`src/rtl/branch_cmp_unit.sv`:
```
// Branch-condition resolver for the MIPS32 datapath.
// Decodes the branch opcode, compares A against B (signed or unsigned),
// and presents taken/diff/illegal through a one-deep valid/ready output
// register. Saturating counters track resolved and taken branches.
module branch_cmp_unit #(
  parameter int WIDTH      = 32,
  parameter int SIGNED_CMP = 1,
  parameter int CNT_W      = 16
) (
  input  logic             clk,
  input  logic             rst,
  input  logic             in_valid,
  output logic             in_ready,
  input  logic [WIDTH-1:0] A,
  input  logic [WIDTH-1:0] B,
  input  logic [31:0]      IR,
  input  logic             flush,
  output logic             out_valid,
  input  logic             out_ready,
  output logic             branch_taken,
  output logic [WIDTH:0]   diff,
  output logic             illegal_op,
  output logic [CNT_W-1:0] br_count,
  output logic [CNT_W-1:0] taken_count
);

  localparam logic [5:0] OP_BEQ = 6'h08;
  localparam logic [5:0] OP_BNE = 6'h09;
  localparam logic [5:0] OP_BGE = 6'h0A;
  localparam logic [5:0] OP_BGT = 6'h0B;
  localparam logic [5:0] OP_BLE = 6'h0C;
  localparam logic [5:0] OP_BLT = 6'h0D;

  localparam logic [CNT_W-1:0] CNT_MAX = {CNT_W{1'b1}};

  logic [5:0]       opcode;
  logic             unused_ir_bits;
  logic [WIDTH:0]   ext_a;
  logic [WIDTH:0]   ext_b;
  logic [WIDTH:0]   diff_w;
  logic             eq;
  logic             lt;
  logic             cond;
  logic             legal;
  logic             accept;
  logic             consume;

  logic             out_valid_q, out_valid_d;
  logic             taken_q, taken_d;
  logic             illegal_q, illegal_d;
  logic [WIDTH:0]   diff_q, diff_d;
  logic [CNT_W-1:0] br_cnt_q, br_cnt_d;
  logic [CNT_W-1:0] tk_cnt_q, tk_cnt_d;

  assign opcode         = IR[31:26];
  assign unused_ir_bits = ^IR[25:0];

  // Extending to WIDTH+1 bits keeps the subtraction overflow-free. With a
  // zero-extension the operands are non-negative in WIDTH+1 signed terms,
  // so the sign bit of the difference yields A<B in either mode.
  assign ext_a  = {((SIGNED_CMP != 0) ? A[WIDTH-1] : 1'b0), A};
  assign ext_b  = {((SIGNED_CMP != 0) ? B[WIDTH-1] : 1'b0), B};
  assign diff_w = ext_a - ext_b;
  assign eq     = (A == B);
  assign lt     = diff_w[WIDTH];

  assign in_ready = !out_valid_q || out_ready;
  assign accept   = in_valid && in_ready && !flush;
  assign consume  = out_valid_q && out_ready;

  // Opcode decode and branch condition select.
  always_comb begin
    cond  = 1'b0;
    legal = 1'b1;
    case (opcode)
      OP_BEQ:  cond = eq;
      OP_BNE:  cond = !eq;
      OP_BGE:  cond = !lt;
      OP_BGT:  cond = !lt && !eq;
      OP_BLE:  cond = lt || eq;
      OP_BLT:  cond = lt;
      default: legal = 1'b0;
    endcase
  end

  // Output register and handshake; flush wins over any accept or hold.
  always_comb begin
    out_valid_d = out_valid_q;
    taken_d     = taken_q;
    illegal_d   = illegal_q;
    diff_d      = diff_q;
    if (flush) begin
      out_valid_d = 1'b0;
    end else if (accept) begin
      out_valid_d = 1'b1;
      taken_d     = cond && legal;
      illegal_d   = !legal;
      diff_d      = diff_w;
    end else if (consume) begin
      out_valid_d = 1'b0;
    end
  end

  // Saturating performance counters, bumped only on accepted legal beats.
  always_comb begin
    br_cnt_d = br_cnt_q;
    tk_cnt_d = tk_cnt_q;
    if (accept && legal) begin
      if (br_cnt_q != CNT_MAX) br_cnt_d = br_cnt_q + CNT_W'(1);
      if (cond && (tk_cnt_q != CNT_MAX)) tk_cnt_d = tk_cnt_q + CNT_W'(1);
    end
  end

  // State registers with asynchronous active-low reset.
  always_ff @(posedge clk or negedge rst) begin
    if (!rst) begin
      out_valid_q <= 1'b0;
      taken_q     <= 1'b0;
      illegal_q   <= 1'b0;
      diff_q      <= '0;
      br_cnt_q    <= '0;
      tk_cnt_q    <= '0;
    end else begin
      out_valid_q <= out_valid_d;
      taken_q     <= taken_d;
      illegal_q   <= illegal_d;
      diff_q      <= diff_d;
      br_cnt_q    <= br_cnt_d;
      tk_cnt_q    <= tk_cnt_d;
    end
  end

  assign out_valid    = out_valid_q;
  assign branch_taken = taken_q;
  assign illegal_op   = illegal_q;
  assign diff         = diff_q;
  assign br_count     = br_cnt_q;
  assign taken_count  = tk_cnt_q;

endmodule

```
`config.mk`:
```
export PLATFORM = sky130hd
export DESIGN_NAME = branch_cmp_unit
export DESIGN_NICKNAME = d
export VERILOG_FILES = /design/src/rtl/branch_cmp_unit.sv
export SDC_FILE = /design/constraint.sdc
export NUM_CORES = 1
export LEC_CHECK = 0
export BUFFER_PORTS_ARGS = -buffer_cell sky130_fd_sc_hd__buf_2
export CAP_MARGIN = 30
export CORE_MARGIN = 2
export CORE_UTILIZATION = 54
export DETAILED_ROUTE_END_ITERATION = 8
export HOLD_SLACK_MARGIN = 0.15
export PLACE_DENSITY_LB_ADDON = 0.3
export SLEW_MARGIN = 10
export SYNTH_ARGS = -nofsm -noshare
export SYNTH_HDL_FRONTEND = slang
export SYNTH_SLANG_ARGS = --single-unit
```
`constraint.sdc`:
```
create_clock -name clk -period 5.5 [get_ports clk]
set_input_delay 1.1 -clock clk [delete_from_list [all_inputs] [get_ports clk]]
set_output_delay 1.1 -clock clk [all_outputs]
set_load 0.01 [all_outputs]
```
==> key figures, run 1 <==
Flow run
  • Max_cap viols: 0

Yosys
  • Compound-Gate Fraction of Synth Area: 17.7%
  • Synthesized area per cell: 8.87 sq um
  • Largest family of logic cells by synthesized area: simple AND/OR/NAND/NOR gates
  • Post-synthesis adder-cell area fraction: 9.72%
  • Post-Syn Nets: 653
  • Netlist cell types: 55
  • Yosys reg bits: 68
  • XOR/XNOR share of the synthesized area: 11.1%
  • Multiplexer share of the synthesized area: 1.50%
  • Yosys warning count: 0
  • Post-Synthesis Cell Area: 4580 sq um
  • Synth Area in Simple Gates: 18.0%
  • Register area share after synthesis: 37.1%
  • Mapped Cells: 517

Power and ir drop
  • Worst VDD drop: 151 uV
  • Pleak: 3.01 nW
  • PD cells: 260 nW/um^2

GRT
  • Antenna violations before repair: 0
  • Vias in the first global route: 3931
  • Total Routing Usage GR: 23.7%
  • Grt ovf: 0
  • Largest net degree at the start of global routing: 69
  • First-pass GRT wire length: 17400 microns

Hold path
  • Hold Crit Class: flop to flop
  • Hold Path Stages: 2

STA
  • Hold Slack: 483 ps
  • Final worst path period share: 65.0%
  • Least-Margin Pin Slew: 511 ps
  • Setup Total Neg Slack: 0 ps
  • Max-slew violations: 0
  • Final Hold Viols: 0
  • Min Clock Period, post-route: 3580 ps
  • Setup Viol. Count Final: 0
  • Skew final: 14.5 ps
  • Slew headroom: 65.2%
  • Fmax: 280 MHz
  • RSZ-0062 raised after global routing: false

Layout
  • Most frequent cells in the layout: buf_2 (143), dfrtp_1 (68), nand2_1 (62), inv_1 (44), o21ai_0 (44)
  • Layout cells sized above 1: 26.8%
  • Area growth, synth to finish: 23.0%
  • Nets: 800
  • Diode count: 0
  • Most common cell after layout, fill and taps aside: buf_2
  • Final instance area: 5640 sq um

CTS
  • CTS tree: yes
  • Post-CTS sizing: 0
  • Clock root cell: clkbuf_8
  • CTS buffer count: 9
  • Clock Tree Buf Depth: 2
  • Hold_buf cts: 0
  • Clk Latency, worst-skew pair: 350 ps
  • CTS H-tree depth: 3
  • Sink Count: 68
  • Setup repair bufs after CTS: 0
  • Clk slew on worst S/H paths: 90 ps

Route
  • Final WL: 10600 microns
  • DR WL/cell: 13.7 microns
  • 1st-iter DRT viols: 162
  • TritonRoute pass-1 iters: 4
  • Antenna viol nets, final: 0
  • Via density: 5.38
  • Routed vias: 4162
  • Drt drc: 0

Floorplan
  • Die Y: 96.1 microns
  • Starting Density: 55.8%
  • Core Area: 8220 sq um
  • Io pins: 170
  • # rows: 33
  • Die X: 96.1 microns
  • Total die area: 9240 sq um

Placed design
  • Final Wtd Congestion: 0.933
  • HPWL after detailed placement: 8100 microns
  • Cell Area, Placed: 5390 sq um
  • IO Port Bufs: 143

Setup path
  • Crit path launch type: input port
  • CP Capture Type: flop
  • Critical path data arrival time: 3850 ps
  • Reg2reg path depth: 8
  • Worst Path Required: 5770 ps
  • Critical path class: input port to flop
  • Critical Path Fanout Max: 16

Status
  • Status: completed
[through the flow]
stage | worst slack [ps] | utilization (%) | std cells | total power, mW
floorplan | 1970 | - | 517 | 0.876
global placement | 1650 | 65.6 | 756 | 1.02
detailed placement | 1590 | 65.6 | 756 | 1.03
CTS | 1950 | 68.1 | 772 | 1.48
global route | 1690 | 68.6 | 774 | 1.56
finish | 1920 | 68.6 | 774 | 1.47
[worst max-delay path, cell delays in order]
cell	delay [ps]
buf_2	100
inv_1	60
ha_1	180
fa_1	270
nor2b_4	60
o31a_4	300
o21ai_4	210
nor2b_2	70
or3_4	360
a21o_4	250
mux2i_4	270
nor4_1	420
xor2_1	180
[synth_stat cells, drive strengths merged]
master	instances	area, sq um
a2111oi	2	36.3
a211oi	3	22.5
a21o	11	91.3
a21oi	34	178
a22o	1	8.76
a311oi	1	8.76
a31oi	4	31.3
and2	1	6.26
and3	9	56.3
and4	2	17.5
buf	4	31.3
clkbuf	7	26.3
dfrtp	68	1700
fa	1	20.0
ha	34	425
inv	44	165
mux2	2	26.3
mux2i	3	42.5
nand2	62	233
nand2b	4	25.0
nand3	18	90.1
nand3b	1	7.51
nand4	13	81.3
nor2	32	120
nor2b	7	53.8
nor3	11	60.1
nor3b	1	7.51
nor4	7	43.8
o211ai	3	22.5
o21a	6	45.0
o21ai	48	263
o21bai	7	52.6
o311a	1	10.0
o31a	1	17.5
o31ai	2	15.0
o41ai	1	8.76
or3	2	17.5
or4	1	7.51
xnor2	30	263
xor2	28	245
[sequential cells by signal, summed over array words and instances, names as in the netlist]
| register | flops |
|---|---|
| br_count | 16 |
| branch_taken | 1 |
| diff | 33 |
| illegal_op | 1 |
| out_valid | 1 |
| taken_count | 16 |
[cell families (layout without fill, tap and decap cells)]
kind of cell,after synthesis,after routing
compound gates,125,125
xor+xnor,58,58
fa+ha+maj,35,35
buf+inv,55,207
flops,68,68
mux,5,5
simple gates,171,171
[power by group]
| group | switching, mW | total [mW] | internal, mW |
|---|---|---|---|
| clock network | 0.212 | 0.438 | 0.226 |
| registers | 0.0394 | 0.604 | 0.564 |
| logic | 0.236 | 0.424 | 0.188 |
| total | 0.488 | 1.47 | 0.978 |
[worst paths after layout]
check                                 end       from  slack [ps]
max                        taken_count[7]       A[0]        1920
min                              diff[12]   diff[12]         480
max reg2reg                taken_count[7]  out_valid        3090
min reg2reg                      diff[12]   diff[12]         480
max in group asynchronous        diff[26]        rst        4250
min in group asynchronous  taken_count[6]        rst         720
[final cells by class]
class	count	area (sq um)
Multi-Input combinational cell	394	2660
Clock buffer	10	138
Clock inverter	6	71.3
Sequential cell	68	1700
Fill cell	694	2580
Tap cell	105	131
Inverter	44	165
Timing Repair Buffer	147	773
[metal layers]
layer | vias up | GRT usage (%) | wire (microns) | part of all wire (%)
met4 | 0 | 8.69 | 193 | 1.8
met5 | - | 0 | 0 | 0
met1 | 1905 | 29.7 | 4700 | 44
met3 | 19 | 4.15 | 670 | 6.3
met2 | 143 | 40.7 | 5060 | 48
li1 | 2095 | - | - | -
(Power assumes the default switching activity.)
==> inputs of run 2 (changes only) <==
--- a/config.mk
+++ b/config.mk
@@ -8,7 +8,7 @@
 export BUFFER_PORTS_ARGS = -buffer_cell sky130_fd_sc_hd__buf_2
 export CAP_MARGIN = 30
 export CORE_MARGIN = 2
-export CORE_UTILIZATION = 54
+export CORE_UTILIZATION = 50
 export DETAILED_ROUTE_END_ITERATION = 8
 export HOLD_SLACK_MARGIN = 0.15
 export PLACE_DENSITY_LB_ADDON = 0.3
==> constraint.sdc (replaced) <==
create_clock -name clk -period 3.4 [get_ports clk]
set_input_delay 0.68 -clock clk [delete_from_list [all_inputs] [get_ports clk]]
set_output_delay 0.68 -clock clk [all_outputs]
set_load 0.01 [all_outputs]
==> run 2 against run 1 <==
Net effect: critical path depth stayed put; sequential power is 61% higher; design area is 4.0% higher; combinational power is 72% higher; worst setup slack worse by 1600 ps; power is 77% higher; via count is 3.1% higher; non-clock buffer count is 24 higher; sequential share of layout area is 1.2 points lower; register-to-register slack worse by 2200 ps.
==> key figures, run 2 (same netlist as run 1, synthesis figures left out) <==
Setup path
  • Critical path data arrival time: 3330 ps (-520 ps)
  • Critical path class: input port to flop
  • Crit path launch type: input port
  • Slowest-stage cell, CP: or3_4
  • Crit path largest cell delay: 360 ps (-60 ps)
  • Reg2reg path depth: 8 (unchanged)
  • Critical Path Fanout Max: 9 (-7)
  • R2r endpoint: br_count[10]
  • Crit path cell chain: buf_2 -> inv_1 -> ha_1 -> fa_1 -> nor2b_4 -> o31a_4 -> o21ai_4 -> nor2b_2 -> or3_4 -> a21o_4 -> mux2i_4 -> buf_4 -> mux2_4
  • CP Capture Type: flop
  • Worst Path Required: 3640 ps (-2130 ps)
  • RR Startpoint: out_valid
  • R2R setup slack: 870 ps (-2220 ps)

Placed design
  • Final Wtd Congestion: 0.930 (-0.32%)
  • HPWL after detailed placement: 9020 microns (+11%)
  • Placed Instances: 783 (+3.6%)
  • IO Port Bufs: 143 (unchanged)
  • Dpl ws: -29.7 ps (-1620 ps)

STA
  • RSZ-0062 raised after global routing: false
  • Least-Margin Pin Slew: 586 ps (+75.0 ps)
  • Final Hold Viols: 0 (unchanged)
  • Min Clock Period, post-route: 3090 ps
  • Skew final: 8.16 ps (-6.30 ps)
  • Max-slew violations: 0 (unchanged)
  • Final worst path period share: 91.0%
  • Final worst-path setup slack: 306 ps (-1620 ps)
  • Setup Viol. Count Final: 0 (unchanged)
  • Slew headroom: 60.5% (-4.7 points)
  • Hold Slack: 476 ps (-6.77 ps)
  • Fmax: 323 MHz

Layout
  • Final Util: 66.6% (-2.1 points)
  • Layout cells sized above 1: 29.0% (+2.3 points)
  • Multi-input logic area: 2660 sq um (unchanged)
  • Nets: 824 (+3.0%)
  • Diode count: 0 (unchanged)
  • Max FFs per register: 33 (unchanged)
  • Area growth, synth to finish: 27.9%
  • Filler Cell Count: 725 (+4.5%)
  • Most frequent cells in the layout: buf_2 (143), dfrtp_1 (68), nand2_1 (62), inv_1 (44), o21ai_0 (44)
  • Fin cells: 800 (+3.4%)
  • Most common cell after layout, fill and taps aside: buf_2
  • Register area: 1700 sq um (unchanged)

Floorplan
  • Die Y: 99.8 microns (+3.8%)
  • Core Area: 8810 sq um (+7.2%)
  • Io pins: 170 (unchanged)
  • Die X: 99.8 microns (+3.8%)
  • Starting Density: 52.1% (-3.7 points)
  • Total die area: 9950 sq um (+7.7%)
  • # rows: 34 (+3.0%)

Route
  • Via density: 5.36 (-0.30%)
  • TritonRoute pass-1 iters: 4 (unchanged)
  • 1st-iter DRT viols: 193 (+19%)
  • Final WL: 11500 microns (+8.1%)
  • Antenna viol nets, final: 0 (unchanged)
  • DR WL/cell: 14.4 microns (+4.6%)
  • Routed vias: 4289 (+3.1%)
  • Drt drc: 0 (unchanged)

GRT
  • Antenna violations before repair: 0 (unchanged)
  • Grt ovf: 0 (unchanged)
  • Largest net degree at the start of global routing: 43 (-38%)
  • First-pass GRT wire length: 18900 microns (+8.7%)
  • Vias in the first global route: 4246 (+8.0%)
  • Total Routing Usage GR: 23.6% (-0.10 points)

CTS
  • CTS buffer count: 9 (unchanged)
  • CTS tree: yes
  • Post-CTS sizing: 0 (unchanged)
  • Sink Count: 68 (unchanged)
  • Clk slew on worst S/H paths: 80 ps (about the same)
  • Clock Tree Buf Depth: 2 (unchanged)
  • Clock root cell: clkbuf_8
  • CTS H-tree depth: 3 (unchanged)
  • Clk Latency, worst-skew pair: 350 ps (about the same)

Hold path
  • Hold Crit Class: flop to flop
  • Worst Hold Launch: diff[5]
  • Hold Crit Endpoint: diff[5]
  • Hold Path Stages: 2 (unchanged)

Status
  • Status: completed

Power and ir drop
  • Pleak: 3.15 nW (+4.5%)
  • Worst VDD drop: 241 uV (+59%)
  • PD cells: 442 nW/um^2 (+70%)

Flow run
  • Max_cap viols: 0 (unchanged)
-- run 2: cell count changes in the layout (fill, tap and decap cells not counted), sizes merged --
cell and change:
clkinv +1, inv -2, clkbuf -1, bufinv +3, dlygate4sd3 +1, clkinvlp -2
buf +23
-- run 2: metrics by stage --
step / cell area, sq um / TNS, ps / total power, mW
6_report: 5860 / 0 / 2.59
3_5_place_dp: 5570 / -29.7 / 1.71
3_3_place_gp: 5570 / 0 / 1.69
2_1_floorplan: 4580 / 0 / 1.42
4_1_cts: 5830 / 0 / 2.60
5_1_grt: 5860 / 0 / 2.73
-- run 2: cell type report --
class / count / share of cell area [%]
Sequential cell: 68 / 29.0
Clock buffer: 9 / 2.11
Timing Repair Buffer: 171 / 16.0
Multi-Input combinational cell: 394 / 45.4
Tap cell: 108 / 2.30
Clock inverter: 6 / 2.35
Inverter: 44 / 2.82
-- run 2: how the worst max path moves through the flow --
stage               start        endpoint  slack (ps)
floorplan            A[0]  taken_count[1]         290
global placement     A[0]  taken_count[1]          20
detailed placement   A[0]  taken_count[1]         -30
CTS                  A[0]  taken_count[1]         340
global route        B[21]  taken_count[1]         180
finish               A[0]  taken_count[1]         310
-- run 2: routing by layer --
layer	share of wire [%]	wire, microns	GRT usage, %
met1	44	5090	29.1
met2	49	5570	40.7
met3	5.7	658	5.90
met4	1.4	158	7.27
met5	0	0	0
-- run 2: report_power, final --
group / switching (mW) / internal, mW
Sequential: 0.0610 / 0.913
Combinational: 0.400 / 0.329
Clock: 0.330 / 0.560
Total: 0.791 / 1.80
-- run 2: timing repair --
item                       4_1_cts  5_1_grt
buffers inserted                 0        0
hold endpoints to repair         0        5
setup endpoints to repair        0        0
hold buffers                     0        1
-- run 2: critical path, delay by kind of cell --
kind                     cells  cell delay (ps)
AND/OR/NAND/NOR              3              490
AO/OA/AOI/OAI                3              720
adder cells (fa/ha/maj)      2              460
multiplexers                 2              610
buffers and inverters        3              370
==> inputs of run 3 (changes only) <==
--- a/config.mk
+++ b/config.mk
@@ -7,8 +7,10 @@
 export LEC_CHECK = 0
 export BUFFER_PORTS_ARGS = -buffer_cell sky130_fd_sc_hd__buf_2
 export CAP_MARGIN = 30
+export CELL_PAD_IN_SITES_DETAIL_PLACEMENT = 1
+export CELL_PAD_IN_SITES_GLOBAL_PLACEMENT = 2
 export CORE_MARGIN = 2
-export CORE_UTILIZATION = 50
+export CORE_UTILIZATION = 29
 export DETAILED_ROUTE_END_ITERATION = 8
 export HOLD_SLACK_MARGIN = 0.15
 export PLACE_DENSITY_LB_ADDON = 0.3
==> run 3 against run 2 <==
Net effect: routed wire length is 19% higher; highest routed layer unchanged; global-route usage fell by 6.9 points; sequential power grew 0.5%; non-clock buffer count increased by 2; clock skew rose by 0.66 ps; register-to-register slack improved by 30 ps; first-iteration DRC count shrank 33%.
==> key figures, run 3 (same netlist as run 1, synthesis figures left out) <==
Status
  • Status: completed

Route
  • Drt drc: 0 (unchanged)
  • Antenna viol nets, final: 0 (unchanged)
  • TritonRoute pass-1 iters: 4 (unchanged)
  • Final WL: 13600 microns (+19%)
  • Routed vias: 4280 (-0.21%)
  • DR WL/cell: 15.1 microns (+5.0%)
  • 1st-iter DRT viols: 130 (-33%)
  • Via density: 4.73 (-12%)

Floorplan
  • Die Y: 130 microns (+30%)
  • Core Area: 15300 sq um (+74%)
  • Starting Density: 29.9% (-22 points)
  • # rows: 45 (+32%)
  • Die X: 130 microns (+30%)
  • Io pins: 170 (unchanged)
  • Total die area: 16800 sq um (+69%)

CTS
  • CTS tree: yes
  • Clk Latency, worst-skew pair: 340 ps (about the same)
  • Sink Count: 68 (unchanged)
  • Clock Tree Buf Depth: 2 (unchanged)
  • Hold_buf cts: 0 (unchanged)
  • Post-CTS sizing: 0 (unchanged)
  • Clk slew on worst S/H paths: 60 ps (-20 ps)
  • CTS buffer count: 9 (unchanged)
  • Setup repair bufs after CTS: 0 (unchanged)
  • Clock root cell: clkbuf_16
  • CTS H-tree depth: 3 (unchanged)

Setup path
  • Critical Path Fanout Max: 16 (+7)
  • Reg2reg path depth: 8 (unchanged)
  • CP Capture Type: flop
  • R2R setup slack: 900 ps (+30 ps)
  • Critical path data arrival time: 3340 ps (about the same)
  • Worst Path Required: 3660 ps (+20 ps)
  • Crit path launch type: input port
  • Critical path class: input port to flop

Layout
  • Most frequent cells in the layout: buf_2 (143), dfrtp_1 (68), nand2_1 (62), inv_1 (44), o21ai_0 (44)
  • Multi-input logic area: 2660 sq um (unchanged)
  • Most common cell after layout, fill and taps aside: buf_2
  • Nets: 826 (+0.24%)
  • Diode count: 0 (unchanged)
  • Layout cells sized above 1: 29.3% (+0.20 points)
  • Register area: 1700 sq um (unchanged)
  • Filler Cell Count: 1875 (+160%)
  • Area growth, synth to finish: 32.0%
  • Final instance area: 6050 sq um (+3.2%)
  • Max FFs per register: 33 (unchanged)
  • Final Util: 39.5% (-27 points)

Placed design
  • Final Wtd Congestion: 0.824 (-11%)
  • HPWL after detailed placement: 10900 microns (+21%)
  • IO Port Bufs: 143 (unchanged)
  • Cell Area, Placed: 5740 sq um (+3.1%)

STA
  • Final worst path period share: 90.8% (-0.19 points)
  • Min Clock Period, post-route: 3090 ps (-6.49 ps)
  • Max-slew violations: 0 (unchanged)
  • Fmax: 324 MHz (+0.21%)
  • Setup Viol. Count Final: 0 (unchanged)
  • Final Hold Viols: 0 (unchanged)
  • Slew headroom: 43.4% (-17 points)
  • RSZ-0062 raised after global routing: false
  • Skew final: 8.82 ps (+0.657 ps)
  • Least-Margin Pin Slew: 848 ps (+262 ps)

GRT
  • Antenna violations before repair: 0 (unchanged)
  • First-pass GRT wire length: 22100 microns (+17%)
  • Grt ovf: 0 (unchanged)
  • Largest net degree at the start of global routing: 35 (-19%)
  • Total Routing Usage GR: 16.7% (-6.9 points)
  • Vias in the first global route: 4551 (+7.2%)

Power and ir drop
  • Pleak: 3.18 nW (+0.97%)
  • Pwr Total: 2.73 mW (+5.1%)
  • Worst VDD drop: 230 uV (-4.4%)
  • PD cells: 450 nW/um^2 (+1.9%)

Flow run
  • Max_cap viols: 0 (unchanged)

Hold path
  • Hold Crit Class: input port to async pin
[run 3: cell count changes in the layout (fill, tap and decap cells not counted), moves of 2 or more]
cell / delta
clkbuf_16: +9
clkbuf_8: -9
buf_4: +3
bufinv_16: -2
clkinv_2: +2
clkinv_4: -2
[run 3: critical path: stages]
cell and delay (ps):
buf_2 70, inv_1 30, ha_1 350, nand4_1 210
nor4_1 490, nand3_1 220, mux2i_1 190, o21ai_0 130
nor3_2 190, mux2i_4 110, buf_12 160, nor4_1 330
xor2_1 180
[run 3: area by class of cell]
class | count | area share (%)
multi-input combinational | 394 | 44.0
sequential | 68 | 28.1
timing repair buffer | 173 | 15.8
tap | 211 | 4.36
clock buffer | 10 | 3.78
inverter | 44 | 2.73
clock inverter | 5 | 1.28
[run 3: through the flow]
step           setup WS (ps)  hold slack, ps  cells  setup TNS (ps)
3_5_place_dp           -47.4             467    890            -105
6_report                 312             452    905               0
5_1_grt                 6.08             506    905               0
3_3_place_gp            7.90             458    890               0
4_1_cts                  280             463    905               0
2_1_floorplan            290             384    517               0
[run 3: per-layer routing]
metal	up-vias	GRT usage, %	share of wire, %
li1	2134	-	-
met1	2031	21.9	47
met2	101	27.7	48
met3	14	2.95	4.3
met4	0	5.95	1.5
met5	-	0	0
[run 3: where the power goes]
| part | internal, mW | switching [mW] |
|---|---|---|
| logic | 0.334 | 0.410 |
| clock network | 0.636 | 0.367 |
| registers | 0.915 | 0.0637 |
[run 3: path summary, 6_finish.rpt]
path,start,end
max,B[22],taken_count[11]
max reg2reg,out_valid,br_count[10]
min reg2reg,diff[21],diff[21]
max in group asynchronous,rst,taken_count[5]
min,rst,diff[4]
min in group clk,diff[21],diff[21]
